==> src/rtl/mips_multicycle_control_pkg.sv <==
// Shared definitions for the multi-cycle MIPS control sequencer.
// Holds the FSM state encoding, the opcode constants decoded from IR[31:26],
// the ULA operation / operand-select / PC-source encodings, and the packed
// control vector passed from the decoder to the top.
package mips_multicycle_control_pkg;

    // FSM states with their fixed 4-bit debug encodings.
    typedef enum logic [3:0] {
        ST_FETCH     = 4'd0,
        ST_DECODE    = 4'd1,
        ST_MEM_ADDR  = 4'd2,
        ST_MEM_READ  = 4'd3,
        ST_MEM_WB    = 4'd4,
        ST_MEM_WRITE = 4'd5,
        ST_R_EXEC    = 4'd6,
        ST_R_WB      = 4'd7,
        ST_BRANCH    = 4'd8,
        ST_JUMP      = 4'd9,
        ST_ADDI_EXEC = 4'd10,
        ST_ADDI_WB   = 4'd11,
        ST_ILLEGAL   = 4'd12
    } state_t;

    // Supported opcodes (instruction[31:26]).
    localparam logic [5:0] OP_RTYPE = 6'h00;
    localparam logic [5:0] OP_LW    = 6'h23;
    localparam logic [5:0] OP_SW    = 6'h2B;
    localparam logic [5:0] OP_BEQ   = 6'h04;
    localparam logic [5:0] OP_BNE   = 6'h05;
    localparam logic [5:0] OP_J     = 6'h02;
    localparam logic [5:0] OP_ADDI  = 6'h08;

    // Operation codes handed to ula_control.
    localparam logic [2:0] ULA_ADD   = 3'b000;
    localparam logic [2:0] ULA_SUB   = 3'b001;
    localparam logic [2:0] ULA_FUNCT = 3'b010;

    // ULA operand B selects.
    localparam logic [1:0] SRC_B_REG      = 2'd0;
    localparam logic [1:0] SRC_B_FOUR     = 2'd1;
    localparam logic [1:0] SRC_B_SEXT     = 2'd2;
    localparam logic [1:0] SRC_B_SEXT_SH2 = 2'd3;

    // PC mux selects.
    localparam logic [1:0] PC_SRC_ULA     = 2'd0;
    localparam logic [1:0] PC_SRC_ULA_OUT = 2'd1;
    localparam logic [1:0] PC_SRC_JUMP    = 2'd2;

    // Full set of datapath controls produced for one cycle.
    typedef struct packed {
        logic       pc_write;
        logic       i_or_d;
        logic       mem_read;
        logic       mem_write;
        logic       ir_write;
        logic       reg_dst;
        logic       mem_to_reg;
        logic       reg_write;
        logic       ula_src_a;
        logic [1:0] ula_src_b;
        logic [2:0] ula_operation;
        logic [1:0] pc_source;
        logic       instr_retired;
    } ctrl_t;

endpackage

==> src/rtl/mips_mc_decode.sv <==
// Combinational decoder for the multi-cycle MIPS sequencer.
// Maps (current state, opcode, ula_zero, mem_ready) to the control vector for
// this cycle and the next FSM state. Selects depend on state only; the write
// strobes pc_write, ir_write and instr_retired are additionally qualified by
// mem_ready / ula_zero where the step needs it.
// Ports:
//   state      : current FSM state
//   opcode     : instruction[31:26] from IR
//   ula_zero   : ULA zero flag (branch resolution)
//   mem_ready  : memory access completes this cycle
//   ctrl       : control vector for this cycle (all fields 0 unless set)
//   next_state : state to load on the next rising edge
module mips_mc_decode
    import mips_multicycle_control_pkg::*;
(
    input  state_t     state,
    input  logic [5:0] opcode,
    input  logic       ula_zero,
    input  logic       mem_ready,
    output ctrl_t      ctrl,
    output state_t     next_state
);

    // Per-state control vector and next-state selection.
    always_comb begin
        ctrl       = '0;
        next_state = state;
        case (state)
            ST_FETCH: begin
                ctrl.mem_read      = 1'b1;
                ctrl.ula_src_b     = SRC_B_FOUR;
                ctrl.ula_operation = ULA_ADD;
                ctrl.pc_source     = PC_SRC_ULA;
                // IR and PC+4 are captured only once the fetch completes.
                if (mem_ready) begin
                    ctrl.pc_write = 1'b1;
                    ctrl.ir_write = 1'b1;
                    next_state    = ST_DECODE;
                end else begin
                    next_state    = ST_FETCH;
                end
            end
            ST_DECODE: begin
                // Branch target precomputed while the register file is read.
                ctrl.ula_src_b     = SRC_B_SEXT_SH2;
                ctrl.ula_operation = ULA_ADD;
                case (opcode)
                    OP_RTYPE:     next_state = ST_R_EXEC;
                    OP_LW, OP_SW: next_state = ST_MEM_ADDR;
                    OP_BEQ,
                    OP_BNE:       next_state = ST_BRANCH;
                    OP_J:         next_state = ST_JUMP;
                    OP_ADDI:      next_state = ST_ADDI_EXEC;
                    default:      next_state = ST_ILLEGAL;
                endcase
            end
            ST_MEM_ADDR: begin
                ctrl.ula_src_a     = 1'b1;
                ctrl.ula_src_b     = SRC_B_SEXT;
                ctrl.ula_operation = ULA_ADD;
                if (opcode == OP_SW) begin
                    next_state = ST_MEM_WRITE;
                end else begin
                    next_state = ST_MEM_READ;
                end
            end
            ST_MEM_READ: begin
                ctrl.i_or_d   = 1'b1;
                ctrl.mem_read = 1'b1;
                if (mem_ready) begin
                    next_state = ST_MEM_WB;
                end else begin
                    next_state = ST_MEM_READ;
                end
            end
            ST_MEM_WB: begin
                ctrl.mem_to_reg    = 1'b1;
                ctrl.reg_write     = 1'b1;
                ctrl.instr_retired = 1'b1;
                next_state         = ST_FETCH;
            end
            ST_MEM_WRITE: begin
                ctrl.i_or_d    = 1'b1;
                ctrl.mem_write = 1'b1;
                if (mem_ready) begin
                    ctrl.instr_retired = 1'b1;
                    next_state         = ST_FETCH;
                end else begin
                    next_state         = ST_MEM_WRITE;
                end
            end
            ST_R_EXEC: begin
                ctrl.ula_src_a     = 1'b1;
                ctrl.ula_src_b     = SRC_B_REG;
                ctrl.ula_operation = ULA_FUNCT;
                next_state         = ST_R_WB;
            end
            ST_R_WB: begin
                ctrl.reg_dst       = 1'b1;
                ctrl.reg_write     = 1'b1;
                ctrl.instr_retired = 1'b1;
                next_state         = ST_FETCH;
            end
            ST_BRANCH: begin
                ctrl.ula_src_a     = 1'b1;
                ctrl.ula_src_b     = SRC_B_REG;
                ctrl.ula_operation = ULA_SUB;
                ctrl.pc_source     = PC_SRC_ULA_OUT;
                ctrl.instr_retired = 1'b1;
                // bne takes the branch on a non-zero difference.
                if (opcode == OP_BNE) begin
                    ctrl.pc_write = ~ula_zero;
                end else begin
                    ctrl.pc_write = ula_zero;
                end
                next_state = ST_FETCH;
            end
            ST_JUMP: begin
                ctrl.pc_source     = PC_SRC_JUMP;
                ctrl.pc_write      = 1'b1;
                ctrl.instr_retired = 1'b1;
                next_state         = ST_FETCH;
            end
            ST_ADDI_EXEC: begin
                ctrl.ula_src_a     = 1'b1;
                ctrl.ula_src_b     = SRC_B_SEXT;
                ctrl.ula_operation = ULA_ADD;
                next_state         = ST_ADDI_WB;
            end
            ST_ADDI_WB: begin
                ctrl.reg_write     = 1'b1;
                ctrl.instr_retired = 1'b1;
                next_state         = ST_FETCH;
            end
            ST_ILLEGAL: begin
                next_state = ST_ILLEGAL;
            end
            default: begin
                // Unused encodings are treated as a fault and parked.
                next_state = ST_ILLEGAL;
            end
        endcase
    end

endmodule

==> src/rtl/mips_multicycle_control.sv <==
// Multi-cycle MIPS control sequencer. One shared ULA and one unified memory
// are time-multiplexed across fetch / decode / execute / memory / write-back.
// Holds the state register, the retired-instruction counter and the sticky
// illegal-opcode flag; per-cycle controls come from mips_mc_decode.
// Ports:
//   clock, reset (async, active-low)
//   opcode, ula_zero, mem_ready          : datapath / memory status inputs
//   pc_write .. pc_source                : datapath selects and write enables
//   instr_retired, retired_count         : retirement pulse and wrapping count
//   illegal                              : sticky unsupported-opcode flag
//   state                                : current FSM state (debug)
module mips_multicycle_control
    import mips_multicycle_control_pkg::*;
#(
    parameter int RETIRE_W = 32
) (
    input  logic                clock,
    input  logic                reset,
    input  logic [5:0]          opcode,
    input  logic                ula_zero,
    input  logic                mem_ready,
    output logic                pc_write,
    output logic                i_or_d,
    output logic                mem_read,
    output logic                mem_write,
    output logic                ir_write,
    output logic                reg_dst,
    output logic                mem_to_reg,
    output logic                reg_write,
    output logic                ula_src_a,
    output logic [1:0]          ula_src_b,
    output logic [2:0]          ula_operation,
    output logic [1:0]          pc_source,
    output logic                instr_retired,
    output logic [RETIRE_W-1:0] retired_count,
    output logic                illegal,
    output logic [3:0]          state
);

    state_t              state_r;
    state_t              next_state_s;
    ctrl_t               ctrl_s;
    logic [RETIRE_W-1:0] count_r;
    logic                illegal_r;

    mips_mc_decode u_decode (
        .state      (state_r),
        .opcode     (opcode),
        .ula_zero   (ula_zero),
        .mem_ready  (mem_ready),
        .ctrl       (ctrl_s),
        .next_state (next_state_s)
    );

    // State register, retirement counter and sticky illegal flag.
    always_ff @(posedge clock or negedge reset) begin
        if (!reset) begin
            state_r   <= ST_FETCH;
            count_r   <= {RETIRE_W{1'b0}};
            illegal_r <= 1'b0;
        end else begin
            state_r <= next_state_s;
            if (ctrl_s.instr_retired) begin
                count_r <= count_r + {{(RETIRE_W-1){1'b0}}, 1'b1};
            end else begin
                count_r <= count_r;
            end
            if (next_state_s == ST_ILLEGAL) begin
                illegal_r <= 1'b1;
            end else begin
                illegal_r <= illegal_r;
            end
        end
    end

    // Write enables are forced low while reset is held so an aborted
    // instruction cannot leave a partial update behind.
    assign pc_write      = ctrl_s.pc_write      & reset;
    assign mem_write     = ctrl_s.mem_write     & reset;
    assign ir_write      = ctrl_s.ir_write      & reset;
    assign reg_write     = ctrl_s.reg_write     & reset;
    assign instr_retired = ctrl_s.instr_retired & reset;

    assign i_or_d        = ctrl_s.i_or_d;
    assign mem_read      = ctrl_s.mem_read;
    assign reg_dst       = ctrl_s.reg_dst;
    assign mem_to_reg    = ctrl_s.mem_to_reg;
    assign ula_src_a     = ctrl_s.ula_src_a;
    assign ula_src_b     = ctrl_s.ula_src_b;
    assign ula_operation = ctrl_s.ula_operation;
    assign pc_source     = ctrl_s.pc_source;

    assign retired_count = count_r;
    assign illegal       = illegal_r;
    assign state         = state_r;

endmodule

==> config.mk <==
export PLATFORM = sky130hd
export DESIGN_NAME = mips_multicycle_control
export DESIGN_NICKNAME = d
export VERILOG_FILES = /design/src/rtl/mips_multicycle_control_pkg.sv /design/src/rtl/mips_mc_decode.sv /design/src/rtl/mips_multicycle_control.sv
export SDC_FILE = /design/constraint.sdc
export NUM_CORES = 1
export LEC_CHECK = 0
export BUFFER_PORTS_ARGS = -buffer_cell sky130_fd_sc_hd__buf_2
export CORE_UTILIZATION = 56
export DETAILED_ROUTE_END_ITERATION = 6
export PLACE_DENSITY = 0.86
export SYNTH_ARGS = -nofsm -noshare
export SYNTH_HDL_FRONTEND = slang
export SYNTH_SLANG_ARGS = --single-unit
export TNS_END_PERCENT = 20
==> constraint.sdc <==
create_clock -name clock -period 3.5 [get_ports clock]
set_input_delay 0.35 -clock clock [delete_from_list [all_inputs] [get_ports clock]]
set_output_delay 0.35 -clock clock [all_outputs]
set_load 0.05 [all_outputs]
==> flow_summary.toml, run 1 <==
[status]
status = "finished clean"

[clocking]
postCtsHoldBufs = 0
max-clock-path-buffers = 2
cts_tree = "done"
clk_pin_slew_worst_paths_ns = 0.08
htreeDepth = 2
numCtsBuffers = 5
clk-insertion-delay-late_ns = 0.28
post_cts_resized = 0
clock_sinks = 37
cts_setup_buffers = 0
root_buffer = "clkbuf_8"

[worst_setup_path]
reg2reg_depth = 5
cp.required_ns = 3.15
end_kind = "output port"
r2r_start = "state[1]$_DFF_PN0_"
startpoint_type = "flip-flop"
r2r-end = "retired_count[24]$_DFFE_PN0P_"
cp.arrival_ns = 2.21
critPathKind = "reg -> out"
cp_max_fo = 20
regToRegSetupSlack_ns = 1.35

[logic_synthesis]
synth.area.mux_share_pct = 0.689
synthesis.nets = 247
synth-compound-area-share_pct = 6.72
yosysWarningCount = 0
syn_avg_cell_area_um2 = 9.23
synth-edff-count = 0
syn_inst = 236
ys_seq_elements = 37
synth_cell_types = 44
yosysSeqAreaShare_pct = 42.5
ys.flop_type = "dfrtp_1"
synth-adder-area-share_pct = 0.574
synth_xor_area_share_pct = 13.3
yosys.area_share.simple_pct = 28.6
synth_top_family_by_area = "simple AND/OR/NAND/NOR gates"
async_reset_ff_share_pct = 100
synth_area_um2 = 2180

[floorplan]
row_count = 22
io_pins = 64
initial_utilization_pct = 59.1
die_w_um = 64.4
die_area_um2 = 4140
fp.coreArea_um2 = 3690
fp.dieH_um = 64.4

[finish]
diodes = 0
multi_input_area_um2 = 1090
seqCellArea_um2 = 926
drive_above_1_share_pct = 28.3
fin_nets = 300
area_delta_synth_final_pct = 15.7
fillers = 310

[routing]
vias = 1864
routed_wl_um = 4710
drt_iter0_drc = 130
drc = 0
viasPerCell = 5.51
drtAntennaViolNets = 0
dr.pass1.iters = 4
wl_per_cell_um = 13.9

[global_routing]
grt_pass1_wl_um = 7660
grt_max_degree = 41
grt_usage_pct = 23.7
antenna_found_initial = 0
grt_pass1_vias = 1693
overflow = 0

[sta]
slew_headroom_pct = 60.5
worstMarginPinSlew_ns = 0.591
slew_violations = 0
hold_viol = 0
clock.fmax_mhz = 391
holdWs_ns = 0.115
fin_setup_tns_ns = 0
period_needed_ns = 2.56
rsz0062_at_grt = "false"
setup_viol = 0
skew_ns = 0.00758
fin_crit_sh_pct = 73.1

[power_and_ir_drop]
p_per_area_nw_per_um2 = 295
leakagePower_nw = 1.25
peakVddDrop_uv = 253

[run]
max_cap_violations = 0

[placement]
gp_congestion = 0.798
post-dp-hpwl_um = 3440
buffer_ports.inserted = 62

[worst_hold_path]
hp-class = "in -> async"
[synth_stat cells, types with 4 or more instances]
master    number  area share [%]
a21oi_1        4            0.92
buf_4         10             3.4
dfrtp_1       37              43
inv_1         12             2.1
nand2_1       12             2.1
nand2b_1       4             1.1
nand3_1       12             2.8
nand4_1        8             2.3
nor2_1        29             5.0
nor3_1        20             4.6
nor3b_1        5             1.7
nor4_2         5             2.9
o21ai_0        7             1.6
xnor2_1       17             6.8
xor2_1        16             6.4
[area by class of cell]
type	instances	area share, %
inverter	12	1.79
clock inverter	2	0.397
clock buffer	6	2.88
sequential	37	36.7
multi-input combinational	170	43.2
timing repair buffer	63	12.6
tap	48	2.38
[how the worst max path moves through the flow]
| stage | startpoint | to | slack, ns |
|---|---|---|---|
| floorplan | state[3]$_DFF_PN0_ | reg_write | 0.18 |
| global placement | state[1]$_DFF_PN0_ | instr_retired | 1.28 |
| detailed placement | state[1]$_DFF_PN0_ | instr_retired | 1.25 |
| CTS | state[1]$_DFF_PN0_ | instr_retired | 0.94 |
| global route | state[1]$_DFF_PN0_ | instr_retired | 0.83 |
| finish | state[1]$_DFF_PN0_ | instr_retired | 0.94 |
[report_power, final]
part,switching (mW),internal (mW),total (mW)
clock,0.148,0.138,0.286
combinational,0.0205,0.00834,0.0289
sequential,0,0.427,0.427
[sequential cells by signal, indices dropped and copies added (netlist names)]
| name | cells |
|---|---|
| retired_count | 32 |
| state | 4 |
| illegal | 1 |
[cells in the final DEF (no fill, tap or decap), drive strengths merged, types with 2 or more instances in the layout]
| cell type | Yosys | layout |
|---|---|---|
| and2 | 2 | 2 |
| and3 | 4 | 4 |
| nor2b | 2 | 2 |
| nand3 | 14 | 14 |
| nand2 | 12 | 12 |
| nor2 | 29 | 29 |
| nor4 | 7 | 7 |
| xor2 | 16 | 16 |
| clkbuf | 3 | 6 |
| clkinv | 0 | 2 |
| xnor2 | 17 | 17 |
| buf | 14 | 63 |
| nor3 | 20 | 20 |
| nand4 | 8 | 8 |
| a21o | 2 | 2 |
| nand2b | 5 | 5 |
| o21ai | 7 | 7 |
| nor3b | 5 | 5 |
| inv | 12 | 12 |
| a21oi | 4 | 4 |
| dfrtp | 37 | 37 |
[layer usage]
layer	part of all wire, %	track usage (%)
met5	0	0
met4	1.5	8.33
met3	3.9	5.00
met2	49	37.5
met1	45	32.1
[worst max-delay path: stages (launching register included)]
cell	delay, ns
dfrtp_1	0.58
or3b_1	0.44
a21o_1	0.31
and3_4	0.25
and2_1	0.14
buf_2	0.20
[per-stage QoR]
step	instance area, um2	instances	util [%]	power (mW)	worst slack, ns
after global routing	2520	338	68.4	0.770	0.831
after floorplan	2180	236	-	0.446	0.182
final	2520	338	68.4	0.743	0.941
after global placement	2440	330	66.1	0.464	1.28
after detailed placement	2440	330	66.1	0.464	1.25
after CTS	2520	338	68.4	0.741	0.945
[cells by family (layout without fill, tap and decap cells)]
family / Yosys count / after routing
other: 1 / 1
flip-flops: 37 / 37
XOR/XNOR: 33 / 33
AND/OR/NAND/NOR: 112 / 112
adder cells (fa/ha/maj): 1 / 1
AO/OA/AOI/OAI: 22 / 22
buffers and inverters: 29 / 83
multiplexers: 1 / 1
(Power assumes the default switching activity.)
==> inputs of run 2 (changes only) <==
- CORE_UTILIZATION: 56 -> 52
- PLACE_DENSITY: 0.86 -> 0.8
- clock period: 3.5 -> 2.6 ns (I/O delays scaled with it)
==> run 2 against run 1 <==
Against the previous run: register-to-register slack got worse by 0.76 ns; the run now ends with DRC left; final cell count up 1.2%; routed wire length fell by 6.3%; worst setup slack got worse by 0.64 ns; clock-buffer cell count is the same; flip-flop and latch count stayed put; first-iteration DRC count decreased by 50%.
==> flow_summary.toml, run 2 (synthesis gave the netlist of run 1 again) <==
[floorplan]
fp.coreArea_um2 = 4000
fp.dieH_um = 66.7
die_area_um2 = 4450
initial_utilization_pct = 54.5
row_count = 23
io_pins = 64
die_w_um = 66.7

[worst_setup_path]
cp.arrival_ns = 2.04
end_kind = "output port"
r2r-end = "retired_count[24]$_DFFE_PN0P_"
path_depth = 4
cp_max_fo = 20
slowest_stage = "dfrtp_1"
cp_top_family = "flip-flops"
startpoint_type = "flip-flop"
reg2reg_depth = 4
regToRegSetupSlack_ns = 0.59
cp_num_buf_inv = 1
cp.required_ns = 2.34
crit_chain = "a21o_1 -> and3_4 -> and2_1 -> buf_2"
slowest_delay_ns = 0.71
cp-startpoint = "state[2]$_DFF_PN0_"
crit_end = "instr_retired"
critPathKind = "reg -> out"
r2r_start = "state[2]$_DFF_PN0_"

[run]
max_cap_violations = 0

[clocking]
post_cts_resized = 0
cts_tree = "done"
htreeDepth = 2
clk-insertion-delay-late_ns = 0.29
root_buffer = "clkbuf_8"
clk_pin_slew_worst_paths_ns = 0.07
clock_sinks = 37
max-clock-path-buffers = 2
cts_setup_buffers = 0
numCtsBuffers = 5
postCtsHoldBufs = 0

[sta]
slew_violations = 0
rsz0062_at_grt = "false"
fin_crit_sh_pct = 88.4
hold_viol = 0
clock.fmax_mhz = 435
worstMarginPinSlew_ns = 0.569
setup_viol = 0
skew_ns = 0.00561
slew_headroom_pct = 61.9
period_needed_ns = 2.30
fin_setup_tns_ns = 0

[placement]
gp_congestion = 0.770
place_area_um2 = 2460
buffer_ports.inserted = 62
post-dp-hpwl_um = 3250

[global_routing]
grt_pass1_wl_um = 7120
overflow = 0
antenna_found_initial = 0
grt_max_degree = 38
grt_pass1_vias = 1527
grt_usage_pct = 21.3

[finish]
layout_commonest_cell = "buf_2"
drive_above_1_share_pct = 29.5
final_area_um2 = 2550
fin_nets = 302
largest_reg_flops = 32
fillers = 350
final_cell_mix = "62 x buf_2, 37 x dfrtp_1, 28 x nor2_1, 19 x nor3_1, 17 x xnor2_1"
area_delta_synth_final_pct = 16.9
diodes = 0

[routing]
viasPerCell = 5.26
routed_wl_um = 4410
wl_per_cell_um = 12.9
vias = 1798
drtAntennaViolNets = 0
drc = 2
dr.pass1.iters = 6
drt_iter0_drc = 65

[status]
status = "finished with violations"
violations = "DRC"

[power_and_ir_drop]
leakagePower_nw = 1.27
peakVddDrop_uv = 302
p_per_area_nw_per_um2 = 391

[worst_hold_path]
hp-class = "in -> async"
run 2: cell types whose count changed in the layout (fill, tap and decap cells not counted):
cell | previous run | this run
buf_4 | 1 | 3
nor2_1 | 29 | 28
nor2_2 | 0 | 1
nor3_1 | 20 | 19
nor3_2 | 0 | 1
run 2: how the worst min path moves through the flow:
stage          startpoint                            end  slack [ns]
2_1_floorplan       reset            illegal$_DFFE_PN0N_       -0.04
3_3_place_gp        reset   retired_count[1]$_DFFE_PN0P_        0.40
3_5_place_dp        reset   retired_count[2]$_DFFE_PN0P_        0.40
4_1_cts             reset  retired_count[10]$_DFFE_PN0P_        0.09
5_1_grt             reset   retired_count[1]$_DFFE_PN0P_        0.12
6_report            reset   retired_count[2]$_DFFE_PN0P_        0.06
run 2: layer usage:
metal  GRT usage [%]  wire length, um  vias up
li1                -                -      913
met1            30.3             2170      834
met2            31.7             2000       44
met3            4.11              168        7
met4            7.98               67        0
met5               0                0        -
run 2: power breakdown:
part           total, mW  internal [mW]  switching (mW)
Combinational     0.0379         0.0112          0.0267
Clock              0.382          0.186           0.197
Sequential         0.575          0.575               0
Total              0.995          0.772           0.223
run 2: cell type report:
| cell class | instances | area [um2] | share of cell area (%) |
|---|---|---|---|
| timing repair buffer | 65 | 333 | 13.1 |
| inverter | 12 | 45.0 | 1.77 |
| multi-input combinational | 170 | 1100 | 43.1 |
| sequential | 37 | 926 | 36.4 |
| clock inverter | 2 | 10.0 | 0.393 |
| clock buffer | 6 | 72.6 | 2.85 |
| tap | 50 | 62.6 | 2.46 |
run 2: per-stage QoR:
step / utilization, % / setup slack (ns) / cells / hold WS, ns / power [mW]
floorplan: - / 0.0394 / 236 / -0.0356 / 0.600
global placement: 61.6 / 0.705 / 334 / 0.397 / 0.625
detailed placement: 61.6 / 0.613 / 334 / 0.396 / 0.626
CTS: 63.7 / 0.328 / 342 / 0.0864 / 1.00
global route: 63.7 / 0.190 / 342 / 0.122 / 1.04
finish: 63.7 / 0.301 / 342 / 0.0606 / 0.995
==> inputs of run 3 (changes only) <==
- CORE_UTILIZATION: 52 -> 56
- PLACE_DENSITY: 0.8 -> 0.86
- clock period: 2.6 -> 2.8 ns (I/O delays scaled with it)
==> run 3 against run 2 <==
Against the previous run: the flow now finishes without violations; power increased by 3.8%; largest power group unchanged; non-clock buffer count unchanged; utilization increased by 6.2 points.
==> flow_summary.toml, run 3 (synthesis gave the netlist of run 1 again) <==
[floorplan]
fp.dieH_um = 64.4
io_pins = 64
die_w_um = 64.4
die_area_um2 = 4140
fp.coreArea_um2 = 3690
initial_utilization_pct = 59.1
row_count = 22

[finish]
multi_input_area_um2 = 1090
final_cell_mix = "62 x buf_2, 37 x dfrtp_1, 29 x nor2_1, 19 x nor3_1, 17 x xnor2_1"
drive_above_1_share_pct = 28.8
fillers = 305
fin_nets = 302
final_area_um2 = 2580
fin_util_pct = 69.9
area_delta_synth_final_pct = 18.3
largest_reg_flops = 32
diodes = 0
layout_commonest_cell = "buf_2"
seqCellArea_um2 = 926

[routing]
dr.pass1.iters = 4
drc = 0
drtAntennaViolNets = 0
viasPerCell = 5.36
routed_wl_um = 4240
wl_per_cell_um = 12.5
drt_iter0_drc = 75
vias = 1823

[clocking]
max-clock-path-buffers = 2
clk-insertion-delay-late_ns = 0.29
htreeDepth = 2
cts_tree = "done"
post_cts_resized = 0
root_buffer = "clkbuf_8"
clk_pin_slew_worst_paths_ns = 0.06
postCtsHoldBufs = 1
numCtsBuffers = 5
cts_setup_buffers = 0
clock_sinks = 37

[global_routing]
grt_pass1_vias = 1539
grt_usage_pct = 22.1
antenna_found_initial = 0
overflow = 0
grt_max_degree = 24
grt_pass1_wl_um = 7000

[sta]
slew_headroom_pct = 63.0
rsz0062_at_grt = "false"
setup_viol = 0
skew_ns = 0.00991
slew_violations = 0
worstMarginPinSlew_ns = 0.555
period_needed_ns = 2.48
clock.fmax_mhz = 403
fin_setup_tns_ns = 0
hold_viol = 0
fin_crit_sh_pct = 88.5

[worst_setup_path]
startpoint_type = "flip-flop"
end_kind = "output port"
cp_max_fo = 17
reg2reg_depth = 5
cp.required_ns = 2.52
critPathKind = "reg -> out"
cp.arrival_ns = 2.20

[power_and_ir_drop]
p_clk_share_pct = 44.8
p_comb_share_pct = 3.5
p_sw_uw = 197
p_seq_share_pct = 51.7
peakVddDrop_uv = 202
p_per_area_nw_per_um2 = 401
leakagePower_nw = 1.28
p_sw_share_pct = 19.1
intPower_uw = 836

[placement]
post-dp-hpwl_um = 3110
gp_congestion = 0.838
buffer_ports.inserted = 62
place_area_um2 = 2450

[status]
status = "finished clean"

[worst_hold_path]
hp-class = "in -> reg"
hold-path-cell-count = 3

[run]
max_cap_violations = 0
[run 3: cell count changes in the layout (fill, tap and decap cells not counted)]
cell / delta
nor2_2: -1
clkinv_2: -2
nor2_1: +1
clkbuf_8: +1
dlygate4sd3_1: +1
buf_4: -1
bufinv_16: +1
[run 3: critical path, cell delays in order, from the launching register on]
cell and delay, ns:
dfrtp_1 0.62, or3b_1 0.39, a21o_1 0.30, and3_4 0.25, and2_1 0.15, buf_2 0.20
[run 3: layout make-up]
cell class | instances | area share (%)
multi-input cells | 170 | 42.5
inverters | 12 | 1.75
repair buffers | 65 | 13.0
clock buffers | 7 | 3.35
clock inverters | 1 | 1.17
flip-flops and latches | 37 | 35.9
well taps | 48 | 2.33
[run 3: worst paths after layout]
kind / end / slack [ns] / from
max in group asynchronous: retired_count[6]$_DFFE_PN0P_ / 1.75 / reset
min in group asynchronous: retired_count[15]$_DFFE_PN0P_ / 0.44 / reset
setup / recovery: instr_retired / 0.32 / state[0]$_DFF_PN0_
hold reg to reg: illegal$_DFFE_PN0N_ / 0.48 / illegal$_DFFE_PN0N_
setup reg to reg: retired_count[31]$_DFFE_PN0P_ / 0.76 / state[0]$_DFF_PN0_
hold / removal: state[3]$_DFF_PN0_ / 0.29 / opcode[4]
[run 3: per-layer routing]
| metal | part of all wire [%] | wire, um | global-route usage [%] |
|---|---|---|---|
| met2 | 48 | 2020 | 34.5 |
| met3 | 3.6 | 153 | 5.18 |
| met5 | 0 | 0 | 0 |
| met4 | 1.6 | 69 | 7.78 |
| met1 | 47 | 2000 | 29.9 |
[run 3: per-stage QoR]
stage	setup WS [ns]	hold WS (ns)	instances	total power [mW]
2_1_floorplan	0.0209	-0.0156	236	0.557
5_1_grt	0.220	0.331	340	1.07
4_1_cts	0.316	0.284	340	1.04
3_5_place_dp	0.640	0.227	331	0.580
6_report	0.322	0.290	340	1.03
3_3_place_gp	0.668	0.224	331	0.580
[run 3: power by group through the flow]
stage	Clock, mW	Sequential [mW]	Combinational, mW
floorplan	0	0.545	0.0124
global placement	0	0.544	0.0353
detailed placement	0	0.544	0.0359
CTS	0.472	0.534	0.0369
global route	0.497	0.534	0.0421
finish	0.463	0.534	0.0361
